--- config.mk ---
export PLATFORM = sky130hd
export DESIGN_NAME = seg7_decoder_flat
export DESIGN_NICKNAME = d
export VERILOG_FILES = /design/src/rtl/seg7_decoder_if.sv /design/src/rtl/seg7_decoder.sv /design/src/flat_wrapper.sv
export SDC_FILE = /design/constraint.sdc
export NUM_CORES = 1
export LEC_CHECK = 0
export ABC_AREA = 0
export CORE_MARGIN = 2
export CORE_UTILIZATION = 52
export CTS_CLUSTER_DIAMETER = 100
export DETAILED_ROUTE_END_ITERATION = 7
export HOLD_SLACK_MARGIN = 0.08
export PLACE_DENSITY = 0.78
export SYNTH_ARGS = -nofsm -noshare
export SYNTH_HDL_FRONTEND = slang
export SYNTH_SLANG_ARGS = --single-unit
--- constraint.sdc ---
create_clock -name CLK -period 4 [get_ports CLK]
set_input_delay 0.4 -clock CLK [delete_from_list [all_inputs] [get_ports CLK]]
set_output_delay 0.4 -clock CLK [all_outputs]
set_load 0.01 [all_outputs]
--- src/rtl/seg7_decoder_if.sv ---
// rtl/seg7_decoder_if.sv - decoded digit-pair handshake bundle
interface seg7_decoder_if;
  logic [7:0] val_out;
  logic       val_valid;
  logic       val_ready;

  modport master (output val_out, output val_valid, input val_ready);
  modport slave  (input val_out, input val_valid, output val_ready);
endinterface

--- src/rtl/seg7_decoder.sv ---
// rtl/seg7_decoder.sv - debounced 7-segment bus monitor producing hex digit pairs
module seg7_decoder #(
  parameter int unsigned STABLE_CYCLES = 16
) (
  input  logic                 CLK,
  input  logic                 RST,
  input  logic [7:0]           seg_in,
  seg7_decoder_if.master       val_if,
  output logic                 dig_err,
  output logic [6:0]           err_pattern,
  output logic                 overrun
);

  // Counter saturates at STABLE_CYCLES; the accepting sample is the one that
  // moves it from STABLE_CYCLES-2 to STABLE_CYCLES-1.
  localparam logic [15:0] CNT_MAX = 16'(STABLE_CYCLES);
  localparam logic [15:0] ACC_AT  = 16'(STABLE_CYCLES - 2);

  logic [7:0]  sync1_q, sync2_q, prev_q;
  logic [15:0] cnt_q, cnt_d;
  logic [3:0]  left_q, left_d, right_q, right_d;
  logic        left_seen_q, left_seen_d, right_seen_q, right_seen_d;
  logic [7:0]  val_out_q, val_out_d;
  logic        val_valid_q, val_valid_d;
  logic        dig_err_q, dig_err_d;
  logic [6:0]  err_pattern_q, err_pattern_d;
  logic        overrun_q, overrun_d;

  logic [6:0]  pat;
  logic        same, accept, pair_done, load;
  logic        dec_ok, dec_blank;
  logic [3:0]  dec_nib;

  assign pat = sync2_q[7:1];

  // Active-low a..g pattern to hex nibble; blank and unknown flagged separately
  always_comb begin
    dec_ok    = 1'b1;
    dec_blank = 1'b0;
    dec_nib   = 4'h0;
    case (pat)
      7'b0000001: dec_nib = 4'h0;
      7'b1001111: dec_nib = 4'h1;
      7'b0010010: dec_nib = 4'h2;
      7'b0000110: dec_nib = 4'h3;
      7'b1001100: dec_nib = 4'h4;
      7'b0100100: dec_nib = 4'h5;
      7'b0100000: dec_nib = 4'h6;
      7'b0001111: dec_nib = 4'h7;
      7'b0000000: dec_nib = 4'h8;
      7'b0000100: dec_nib = 4'h9;
      7'b0001000: dec_nib = 4'hA;
      7'b1100000: dec_nib = 4'hB;
      7'b0110001: dec_nib = 4'hC;
      7'b1000010: dec_nib = 4'hD;
      7'b0110000: dec_nib = 4'hE;
      7'b0111000: dec_nib = 4'hF;
      7'b1111111: begin
        dec_ok    = 1'b0;
        dec_blank = 1'b1;
      end
      default:    dec_ok = 1'b0;
    endcase
  end

  // Stability tracking, digit capture, pair assembly and output slot control
  always_comb begin
    same      = (sync2_q == prev_q);
    accept    = same && (cnt_q == ACC_AT);
    pair_done = left_seen_q && right_seen_q;
    load      = pair_done && (!val_valid_q || val_if.val_ready);

    cnt_d         = cnt_q;
    left_d        = left_q;
    right_d       = right_q;
    left_seen_d   = left_seen_q;
    right_seen_d  = right_seen_q;
    val_out_d     = val_out_q;
    val_valid_d   = val_valid_q;
    dig_err_d     = dig_err_q;
    err_pattern_d = err_pattern_q;
    overrun_d     = overrun_q;

    if (!same) begin
      cnt_d = 16'd0;
    end else if (cnt_q != CNT_MAX) begin
      cnt_d = cnt_q + 16'd1;
    end

    if (val_valid_q && val_if.val_ready) begin
      val_valid_d = 1'b0;
    end

    // A completed pair always frees the seen flags, even when it is dropped
    if (pair_done) begin
      left_seen_d  = 1'b0;
      right_seen_d = 1'b0;
      if (load) begin
        val_out_d   = {left_q, right_q};
        val_valid_d = 1'b1;
      end else begin
        overrun_d = 1'b1;
      end
    end

    // A digit accepted while the previous pair retires starts the next pair
    if (accept) begin
      if (dec_ok) begin
        if (sync2_q[0]) begin
          right_d      = dec_nib;
          right_seen_d = 1'b1;
        end else begin
          left_d      = dec_nib;
          left_seen_d = 1'b1;
        end
      end else if (!dec_blank) begin
        dig_err_d     = 1'b1;
        err_pattern_d = pat;
      end
    end
  end

  // State registers; synchronizer idles at the blank/right pattern
  always_ff @(posedge CLK) begin
    if (RST) begin
      sync1_q       <= 8'hFF;
      sync2_q       <= 8'hFF;
      prev_q        <= 8'hFF;
      cnt_q         <= 16'd0;
      left_q        <= 4'h0;
      right_q       <= 4'h0;
      left_seen_q   <= 1'b0;
      right_seen_q  <= 1'b0;
      val_out_q     <= 8'h00;
      val_valid_q   <= 1'b0;
      dig_err_q     <= 1'b0;
      err_pattern_q <= 7'h00;
      overrun_q     <= 1'b0;
    end else begin
      sync1_q       <= seg_in;
      sync2_q       <= sync1_q;
      prev_q        <= sync2_q;
      cnt_q         <= cnt_d;
      left_q        <= left_d;
      right_q       <= right_d;
      left_seen_q   <= left_seen_d;
      right_seen_q  <= right_seen_d;
      val_out_q     <= val_out_d;
      val_valid_q   <= val_valid_d;
      dig_err_q     <= dig_err_d;
      err_pattern_q <= err_pattern_d;
      overrun_q     <= overrun_d;
    end
  end

  assign val_if.val_out   = val_out_q;
  assign val_if.val_valid = val_valid_q;
  assign dig_err          = dig_err_q;
  assign err_pattern      = err_pattern_q;
  assign overrun          = overrun_q;

endmodule

--- src/flat_wrapper.sv ---
// flat-port wrapper written by rule: the top's interface ports become plain ports
module seg7_decoder_flat 
#(
  parameter int unsigned STABLE_CYCLES = 16
)
  (CLK, RST, seg_in, dig_err, err_pattern, overrun, val_if_val_out, val_if_val_valid, val_if_val_ready);
  seg7_decoder_if val_if_i ();
  input  logic CLK;
  input  logic RST;
  input  logic [7:0] seg_in;
  output logic dig_err;
  output logic [6:0] err_pattern;
  output logic overrun;
  output wire logic [$bits(val_if_i.val_out)-1:0] val_if_val_out;
  output wire logic [$bits(val_if_i.val_valid)-1:0] val_if_val_valid;
  input wire logic [$bits(val_if_i.val_ready)-1:0] val_if_val_ready;
  assign val_if_val_out = val_if_i.val_out;
  assign val_if_val_valid = val_if_i.val_valid;
  assign val_if_i.val_ready = val_if_val_ready;
  seg7_decoder #(.STABLE_CYCLES(STABLE_CYCLES)) u_core (.CLK(CLK), .RST(RST), .seg_in(seg_in), .val_if(val_if_i), .dig_err(dig_err), .err_pattern(err_pattern), .overrun(overrun));
endmodule
======== Word level (Yosys, flattened, before mapping) ========
Cells that the tools add are included.
W data, S select, Z words.
operators by class
  reduce and logical (&&, ||, !) cells .... 14
  bitwise logic cells ..................... 5
  equality and inequality tests ........... 19
  $add $sub $neg .......................... 1
  mux-type cells .......................... 14
operators by type and width
  operator                 count
  $pmux W4 S15             1
  $eq A7 B6 Y1 const B     5
  $eq A7 B7 Y1 const B     5
  $add A16 B1 Y16 const B  1
  $eq A16 B4 Y1 const B    1
  $ne A16 B5 Y1 const B    1
  $reduce_or A16 Y1        1
  $eq A7 B3 Y1 const B     2
  $eq A7 B4 Y1 const B     2
  $mux W1                  13
  $reduce_and A3 Y1        3
  $eq A8 B8 Y1             1
  $eq A7 B1 Y1 const B     1
  $eq A7 B5 Y1 const B     1
  $logic_not A7 Y1         1
  $not A1 Y1               5
  $logic_and A1 B1 Y1      4
  $reduce_and A2 Y1        2
  $reduce_or A2 Y1         1
  $logic_not A1 Y1         1
  $logic_or A1 B1 Y1       1
word-level totals
  output and inout bits ................... 18
  register bits after elaboration ......... 68
  bits of input ports ..................... 11
  word-level logic and storage cells ...... 66

======== Depth between registers and ports, before layout ========
Gate-level depths: netlist of run 1.
  depth in word-level cells ............... 5
  gate-level depth with buffers ........... 8
  gate-level depth less buffers ........... 6

======== Worst setup path before layout of run 1 ========
OpenSTA, ideal clock, no wires.
  path kind ............................... flip-flop to flip-flop
  start ................................... register u_core.sync2_q[3]
  end ..................................... register u_core.err_pattern_q[6], in the netlist u_core.err_pattern[6]
  data arrival time ....................... 1660 ps
  buffers on the path ..................... 1
  setup time .............................. 116 ps
  slack ................................... 2224 ps
  stages on the path, launching flop included .. 7
  required time ........................... 3884 ps
  clock period less this slack ............ 1776 ps
  cells stage by stage .................... dfxtp_1 -> buf_6 -> xnor2_2 -> nand4_2 -> nor4_4 -> or4b_1 -> o211a_1
on the way
  word-level cells in the longest chain between the ends .. 5
  elaborated cells between the ends (all ways) .. 25
  those cells by class .................... eq/ne: 17; mux: 2; bitwise: 2; reduce/logical: 4
RTL lines
  item                                        line                 RTL
  start: declaration                          seg7_decoder.sv:19   logic [7:0] sync1_q, sync2_q, prev_q;
  start signal: assignment                    seg7_decoder.sv:141  sync2_q <= sync1_q;
  $eq A7 B1 Y1, or another cell as far along  seg7_decoder.sv:41   case (pat)
  $reduce_or A16 Y1 (no line)                 --
  $mux W1                                     seg7_decoder.sv:41
  $not A1 Y1 (no line)                        --
  $reduce_and A3 Y1 (no line) (*)             --
  end signal: assignment                      seg7_decoder.sv:151  err_pattern_q <= err_pattern_d;
  end: declaration                            seg7_decoder.sv:26   logic [6:0] err_pattern_q, err_pattern_d;
Every way passes the cells marked *; elsewhere a longest branch is shown, timed or not.
A chain may end at the register's enable or synchronous reset.

======== Worst setup path after layout of run 1 ========
  start ................................... register u_core.sync2_q[7]
  end ..................................... register u_core.err_pattern_q[2], in the netlist u_core.err_pattern[2]
The elaborated chain is that of the path after synthesis.

==> out/summary.txt, run 1 <==
I/O Pins: 29
DR iter-0 viols: 168
Max Fclk: 407 MHz
post-CTS setup buffers: 0
Max Root-Sink Buffers: 2
drt first pass iters: 4
Seq cells post-synth: 68
max-cap violation count: 0
clock transition at the registers of the reported paths: 60 ps
GRT Resource Usage Total: 0.182
Initial Utilization: 0.529
overflow left after global routing: 0
Crit Path Category: reg -> reg
clock root buffer: clkbuf_8
Fin Setup TNS: 0 ps
Die ar.: 6550 um^2
critical-path cell list: xnor2_1 -> nand4_2 -> nor4_4 -> and4bb_1 -> mux2i_1
share of cells above drive strength 1: 0.161
CP Launch Type: register
vias in the first global route: 1982
period utilisation layout: 0.614
Setup Skew: 10.4 ps
clock sinks: 68
Post-CTS Hold Buffers: 0
Pwr Density: 353 nW/um^2
H-tree Lvls: 3
Post-layout nets: 346
count of inserted antenna diode cells: 0
Die W: 80.9 um
Clk Latency, worst-skew pair: 330 ps
crit-path max FO: 19
outcome: complete, no violations
worst slew pin tran: 884 ps
RSZ-0062 raised after global routing: false
routed len/inst: 12.6 um
Vias: 2164
Leakage: 0.00129 uW
Residual DRC: 0
number of synthesized flops with an enable pin: 0
initial antenna violation count: 0
num rows: 28
slew margin rel.: 0.408
commonest non-fill, non-tap cell in the layout: dfxtp_1
Synth Area per Inst: 9.83 um^2
largest net degree at the start of global routing: 26
ys flop type: dfxtp_1
Final Hold Viols: 0
fin. max-slew vios: 0
IO buf count: 28
total CTS buffers: 9
commonest non-fill, non-tap cells in the layout: dfxtp_1, nand2_1, nor2_1, clkdlybuf4s50_1, mux2i_1
ys async rst share: 0
cells after synthesis: 313
Worst EP arrival: 2710 ps
Worst Path Required: 4250 ps
Yosys Warn Count: 0
via/cell ratio: 5.28
Setup crit end kind: register
post-CTS sizing: 0
final setup vio count: 0
Cell variety after synth: 57
hold crit path type: reg -> reg
first-pass GRT wire length: 9150 um
synthesized area: 3080 um^2
DP Wirelength: 3500 um
slowest stage delay, CP: 830 ps
maximum VDD drop: 0.199 mV
post-synthesis sequential area ratio: 0.442
Die Span Y: 80.9 um
Net Count, Synth: 327
Core ar.: 5820 um^2
DRT Wirelength: 5170 um
Syn-to-layout area delta: 12.6%
CP max-delay cell: dfxtp_1
GPL Wtd Cong: 0.813
minimum clock period: 2460 ps
Power, Total: 1220 uW
CTS tree: built
DRT antenna net count: 0
[state kept, by name, indices dropped and copies added (netlist names)]
name,count
u_core.prev_q,8
u_core.left_q,4
u_core.sync2_q,8
u_core.overrun,1
u_core.val_if.val_out,8
u_core.val_if.val_valid,1
u_core.cnt_q,16
u_core.right_seen_q,1
u_core.err_pattern,7
u_core.right_q,4
u_core.dig_err,1
u_core.sync1_q,8
u_core.left_seen_q,1
[path summary, 6_finish.rpt]
check | cells past startpoint | slack (ps) | startpoint | to
max | 5 | 1540 | u_core.sync2_q[7]$_SDFF_PP1_ | u_core.err_pattern[2]$_SDFFE_PP0P_
min | 1 | 410 | u_core.sync1_q[7]$_SDFF_PP1_ | u_core.sync2_q[7]$_SDFF_PP1_
max reg2reg | 5 | 1540 | u_core.sync2_q[7]$_SDFF_PP1_ | u_core.err_pattern[2]$_SDFFE_PP0P_
min reg2reg | 1 | 410 | u_core.sync1_q[7]$_SDFF_PP1_ | u_core.sync2_q[7]$_SDFF_PP1_
[stage by stage]
step / util / instance area, um^2 / hold WS (ps) / setup WS (ps) / std cells
floorplan: - / 3080 / 389 / 2220 / 313
global placement: 0.569 / 3310 / 392 / 1680 / 396
detailed placement: 0.569 / 3310 / 393 / 1570 / 396
CTS: 0.596 / 3470 / 409 / 1550 / 410
global route: 0.596 / 3470 / 414 / 1310 / 410
finish: 0.596 / 3470 / 408 / 1540 / 410
[critical path: cells and delay by family, from the launching register on]
kind / cells / cell delay [ps]
DFF: 1 / 830
muxes: 1 / 230
xor gates and xnor gates: 1 / 210
and+or+nand+nor: 3 / 1110
[cell usage after synthesis, drive strengths merged, types with 6 or more instances]
cell | count | area (um^2)
xnor2 | 14 | 138
nor2 | 28 | 105
xor2 | 7 | 61.3
buf | 14 | 124
a21oi | 10 | 50.1
nand3 | 6 | 35.0
nand2 | 32 | 120
dfxtp | 68 | 1360
clkbuf | 7 | 26.3
or2 | 22 | 138
nand4 | 6 | 50.0
o21ai | 8 | 40.0
or3 | 7 | 45.1
mux2i | 23 | 230
[area by class of cell]
cell class | count | area, um^2
Inverter | 5 | 18.8
Clock inverter | 3 | 15.0
Sequential cell | 68 | 1360
Tap cell | 75 | 93.8
Fill cell | 525 | 2350
Timing Repair Buffer | 29 | 288
Clock buffer | 11 | 141
Multi-Input combinational cell | 219 | 1550
[cells by family (layout without fill, tap and decap cells)]
kind of cell	Yosys count	count (layout)	synth area share
xor+xnor	21	21	0.0646
simple gates	139	139	0.273
buf+inv	26	48	0.0549
compound gates	33	33	0.0781
fa+ha+maj	3	3	0.0122
flops	68	68	0.442
mux	23	23	0.0748
[power by group]
part           internal [uW]  leakage (uW)  switching [uW]
clock                    232     0.0000848             227
combinational           31.7      0.000651            27.3
sequential               688      0.000553            18.1
[layer usage]
layer	track usage	wire, um	vias to the layer above
met1	0.249	2620	1000
li1	-	-	1120
met5	0	0	-
met3	0.0544	226	2
met4	0.0831	27	0
met2	0.263	2290	42
Note: power is estimated with default switching activity, not from simulation.
==> run 2, diff against run 1 <==
CORE_UTILIZATION = 51   (was 52)
PLACE_DENSITY = 0.8   (was 0.78)
clock period = 2 ns   (was 4 ns; I/O delays follow)
==> out/summary.txt, run 2 (synthesized netlist as in run 1, its figures left out) <==
CP Launch Type: register
final worst setup slack: 105 ps
Setup Skew: 8.54 ps
final std cells w/o fill: 427
initial antenna violation count: 0
first-pass GRT wire length: 9150 um
Max Fclk: 528 MHz
CP max-delay cell: dfxtp_1
clock power share: 0.383
overflow left after global routing: 0
GPL Wtd Cong: 0.869
H-tree Lvls: 3
Fin Hold WS: 410 ps
vias in the first global route: 2023
num rows: 28
DRT antenna net count: 0
commonest non-fill, non-tap cells in the layout: dfxtp_1, nand2_1, nor2_1, clkdlybuf4s50_1, mux2i_1
hold endpoint: u_core.sync2_q[0]$_SDFF_PP1_
Setup crit end kind: register
Initial Utilization: 0.523
R2R depth: 7
largest net degree at the start of global routing: 29
slowest stage delay, CP: 320 ps
minimum clock period: 1890 ps
share of cells above drive strength 1: 0.219
dpl cells: 411
FF-to-FF setup slack: 110 ps
Die W: 81.7 um
DRT Wirelength: 5520 um
Die ar.: 6670 um^2
routed len/inst: 12.9 um
hold crit path type: reg -> reg
Top delay family on crit path: compound AO/OA/AOI/OAI gates
I/O Pins: 29
clock transition at the registers of the reported paths: 70 ps
Max Root-Sink Buffers: 2
clock sinks: 68
fin. max-slew vios: 0
net switching power: 581 uW
CTS tree: built
combinational share of power: 0.058
Final Hold Viols: 0
total CTS buffers: 9
period utilisation layout: 0.947
Residual DRC: 0
Setup WS pre-CTS: 10.5 ps
worst path bufs/invs: 2
P_int: 1930 uW
clock root buffer: clkbuf_8
Fin Setup TNS: 0 ps
slew margin rel.: 0.726
Crit Path Category: reg -> reg
sw frac: 0.232
Top reg by flops: u_core.cnt_q
Clk Latency, worst-skew pair: 340 ps
max-cap violation count: 0
via/cell ratio: 5.28
maximum VDD drop: 0.478 mV
hold depth: 1
outcome: complete, no violations
Syn-to-layout area delta: 17.6%
max reg flops: 16
Pwr Density: 693 nW/um^2
final setup vio count: 0
Post-layout nets: 361
Die Span Y: 81.7 um
count of inserted antenna diode cells: 0
r2r startpoint: u_core.sync2_q[3]$_SDFF_PP1_
Hold Crit Start: u_core.sync1_q[0]$_SDFF_PP1_
commonest non-fill, non-tap cell in the layout: dfxtp_1
DR iter-0 viols: 93
Worst Path Required: 2270 ps
IO buf count: 28
post-CTS setup buffers: 0
Leakage: 0.00136 uW
Worst EP arrival: 2160 ps
Core ar.: 5890 um^2
R2R Path End: u_core.right_q[3]$_SDFFE_PP0P_
GRT Resource Usage Total: 0.182
DP Wirelength: 3760 um
RSZ-0062 raised after global routing: false
critical-path cell list: buf_12 -> and3_1 -> a22oi_1 -> o221ai_4 -> buf_4 -> o211ai_2 -> mux2i_1
worst slew pin tran: 410 ps
crit-path max FO: 17
Reg power frac: 0.559
Vias: 2253
drt first pass iters: 4
[run 2: per-layer routing]
metal / vias to the layer above / share of wire / GRT usage
met1: 1050 / 0.47 / 0.234
met3: 8 / 0.049 / 0.0692
met4: 0 / 0.013 / 0.0733
met2: 46 / 0.47 / 0.276
met5: - / 0 / 0
li1: 1149 / - / -
[run 2: area by class of cell]
cell class	count	area [um^2]
clock buffer	11	141
fill	493	2270
timing repair buffer	44	413
tap	75	93.8
clock inverter	5	27.5
inverter	5	18.8
sequential	68	1370
multi-input combinational	219	1560
[run 2: stage by stage]
step	util	power (uW)	area, um^2
6_report	0.615	2510	3620
4_1_cts	0.613	2540	3610
2_1_floorplan	-	1540	3080
5_1_grt	0.615	2620	3620
3_5_place_dp	0.584	1580	3430
3_3_place_gp	0.584	1570	3430
[run 2: power groups by stage]
stage | clock network, uW | logic, uW | registers, uW
after floorplan | 0 | 120 | 1420
after global placement | 0 | 143 | 1430
after detailed placement | 0 | 144 | 1430
after CTS | 1000 | 146 | 1400
after global routing | 1060 | 159 | 1400
final | 961 | 145 | 1400
[run 2: how the worst max path moves through the flow]
stage / start / end / slack (ps) / depth (start not counted)
floorplan: u_core.sync2_q[3]$_SDFF_PP1_ / u_core.err_pattern[6]$_SDFFE_PP0P_ / 220 / 6
CTS: u_core.sync2_q[6]$_SDFF_PP1_ / u_core.err_pattern[3]$_SDFFE_PP0P_ / 30 / 7
detailed placement: u_core.sync2_q[2]$_SDFF_PP1_ / u_core.right_q[3]$_SDFFE_PP0P_ / 10 / 6
finish: u_core.sync2_q[3]$_SDFF_PP1_ / u_core.right_q[3]$_SDFFE_PP0P_ / 110 / 7
global placement: u_core.sync2_q[2]$_SDFF_PP1_ / u_core.err_pattern[6]$_SDFFE_PP0P_ / 70 / 5
global route: u_core.sync2_q[6]$_SDFF_PP1_ / u_core.err_pattern[3]$_SDFFE_PP0P_ / 20 / 7
[run 2: what timing repair did]
action | CTS | global route
endpoints found under the hold margin | 0 | 0
setup endpoints to repair | 7 | 18
hold buffers | 0 | 0
gates resized for setup | 2 | 5
==> run 3, diff against run 2 <==
PLACE_DENSITY = unset   (was 0.8)
PLACE_DENSITY_LB_ADDON = 0.15   (was unset)
==> out/summary.txt, run 3 (synthesized netlist as in run 1, its figures left out) <==
outcome: complete, no violations
num rows: 28
Max Root-Sink Buffers: 2
DRT Wirelength: 5660 um
DRT antenna net count: 0
commonest non-fill, non-tap cells in the layout: dfxtp_1, nand2_1, nor2_1, clkdlybuf4s50_1, mux2i_1
I/O Pins: 29
first-pass GRT wire length: 9560 um
Die W: 81.7 um
Initial Utilization: 0.523
Top reg by flops: u_core.cnt_q
period utilisation layout: 0.942
clock root buffer: clkbuf_8
Power, Total: 2770 uW
clock transition at the registers of the reported paths: 70 ps
Hold Crit Start: u_core.sync1_q[1]$_SDFF_PP1_
CTS tree: built
max reg flops: 16
routed len/inst: 13.1 um
total CTS buffers: 9
met1 WL: 2960 um
hold endpoint: u_core.sync2_q[1]$_SDFF_PP1_
length of routed met3 wiring: 214 um
Vias: 2250
overflow left after global routing: 0
crit-path max FO: 11
minimum clock period: 1880 ps
Clk Latency, worst-skew pair: 330 ps
DP Wirelength: 3940 um
Final Hold Viols: 0
initial antenna violation count: 0
post-CTS setup buffers: 0
vias in the first global route: 2013
Setup Skew: 11.4 ps
RSZ-0062 raised after global routing: false
CP Launch Type: register
Worst EP arrival: 2140 ps
Die Span Y: 81.7 um
Post-CTS Hold Buffers: 0
Syn-to-layout area delta: 20.2%
Max Fclk: 531 MHz
H-tree Lvls: 3
maximum VDD drop: 0.525 mV
fin. max-slew vios: 0
largest net degree at the start of global routing: 26
hold depth: 1
R2R Path End: u_core.right_q[0]$_SDFFE_PP0P_
max-cap violation count: 0
r2r startpoint: u_core.sync2_q[5]$_SDFF_PP1_
via/cell ratio: 5.20
Pwr Density: 749 nW/um^2
clock sinks: 68
commonest non-fill, non-tap cell in the layout: dfxtp_1
DR iter-0 viols: 126
Die ar.: 6670 um^2
count of inserted antenna diode cells: 0
worst slew pin tran: 416 ps
Core ar.: 5890 um^2
FF-to-FF setup slack: 120 ps
drt first pass iters: 4
Leakage: 0.00141 uW
R2R depth: 7
final setup vio count: 0
DR top layer: met4
Residual DRC: 0
slew margin rel.: 0.722
Setup crit end kind: register
Post-layout nets: 367
fillers: 506
hold crit path type: reg -> reg
GRT Resource Usage Total: 0.187
GPL Wtd Cong: 0.880
Worst Path Required: 2260 ps
share of cells above drive strength 1: 0.235
Fin Hold WS: 408 ps
Crit Path Category: reg -> reg
IO buf count: 28
routed wl met2: 2420 um
==> run 3: how the worst max path moves through the flow <==
stage / start / endpoint / slack [ps] / depth (start not counted)
6_report: u_core.sync2_q[5]$_SDFF_PP1_ / u_core.right_q[0]$_SDFFE_PP0P_ / 120 / 7
3_5_place_dp: u_core.sync2_q[5]$_SDFF_PP1_ / u_core.err_pattern[6]$_SDFFE_PP0P_ / 2 / 5
2_1_floorplan: u_core.sync2_q[3]$_SDFF_PP1_ / u_core.err_pattern[6]$_SDFFE_PP0P_ / 220 / 6
3_3_place_gp: u_core.sync2_q[5]$_SDFF_PP1_ / u_core.err_pattern[6]$_SDFFE_PP0P_ / -20 / 5
4_1_cts: u_core.sync2_q[3]$_SDFF_PP1_ / u_core.right_q[0]$_SDFFE_PP0P_ / 2 / 7
5_1_grt: u_core.sync2_q[6]$_SDFF_PP1_ / u_core.err_pattern[2]$_SDFFE_PP0P_ / 8 / 7
==> run 3: worst max-delay path, cell delays in order, from the launching register on <==
cell,delay [ps]
dfxtp_2,400
buf_4,180
and3_4,170
a32oi_2,210
o221ai_4,140
buf_4,170
o211ai_2,310
mux2i_1,240
==> run 3: per-stage QoR <==
stage | instances | setup WS [ps] | setup TNS [ps] | instance area, um^2 | utilization
2_1_floorplan | 313 | 224 | 0 | 3080 | -
3_3_place_gp | 417 | -20.9 | -30.3 | 3470 | 0.589
3_5_place_dp | 417 | 1.55 | 0 | 3470 | 0.589
4_1_cts | 433 | 2.34 | 0 | 3690 | 0.626
5_1_grt | 433 | 8.22 | 0 | 3700 | 0.629
6_report | 433 | 116 | 0 | 3700 | 0.629
==> run 3: final cells by class <==
class / count / area, um^2 / area share
clock buffers: 12 / 145 / 0.0392
clock inverters: 4 / 72.6 / 0.0196
inverters: 5 / 18.8 / 0.00507
multi-input cells: 219 / 1550 / 0.420
flip-flops and latches: 68 / 1370 / 0.370
well taps: 75 / 93.8 / 0.0254
repair buffers: 50 / 445 / 0.120
==> run 3: report_power, final <==
part | switching (uW) | leakage, uW | internal (uW)
sequential | 25.7 | 0.000550 | 1380
combinational | 71.1 | 0.000750 | 76.9
clock | 487 | 0.000107 | 736
total | 584 | 0.00141 | 2190
==> run 3: repair_timing <==
item,4_1_cts,5_1_grt
pin swaps,0,1
gates resized for setup,1,7
setup endpoints to repair,2,18
hold endpoints to repair,0,0
==> run 3: routing by layer <==
layer	up-vias	GRT usage
li1	1157	-
met5	-	0
met1	1042	0.286
met3	6	0.0374
met4	0	0.0750
met2	45	0.256
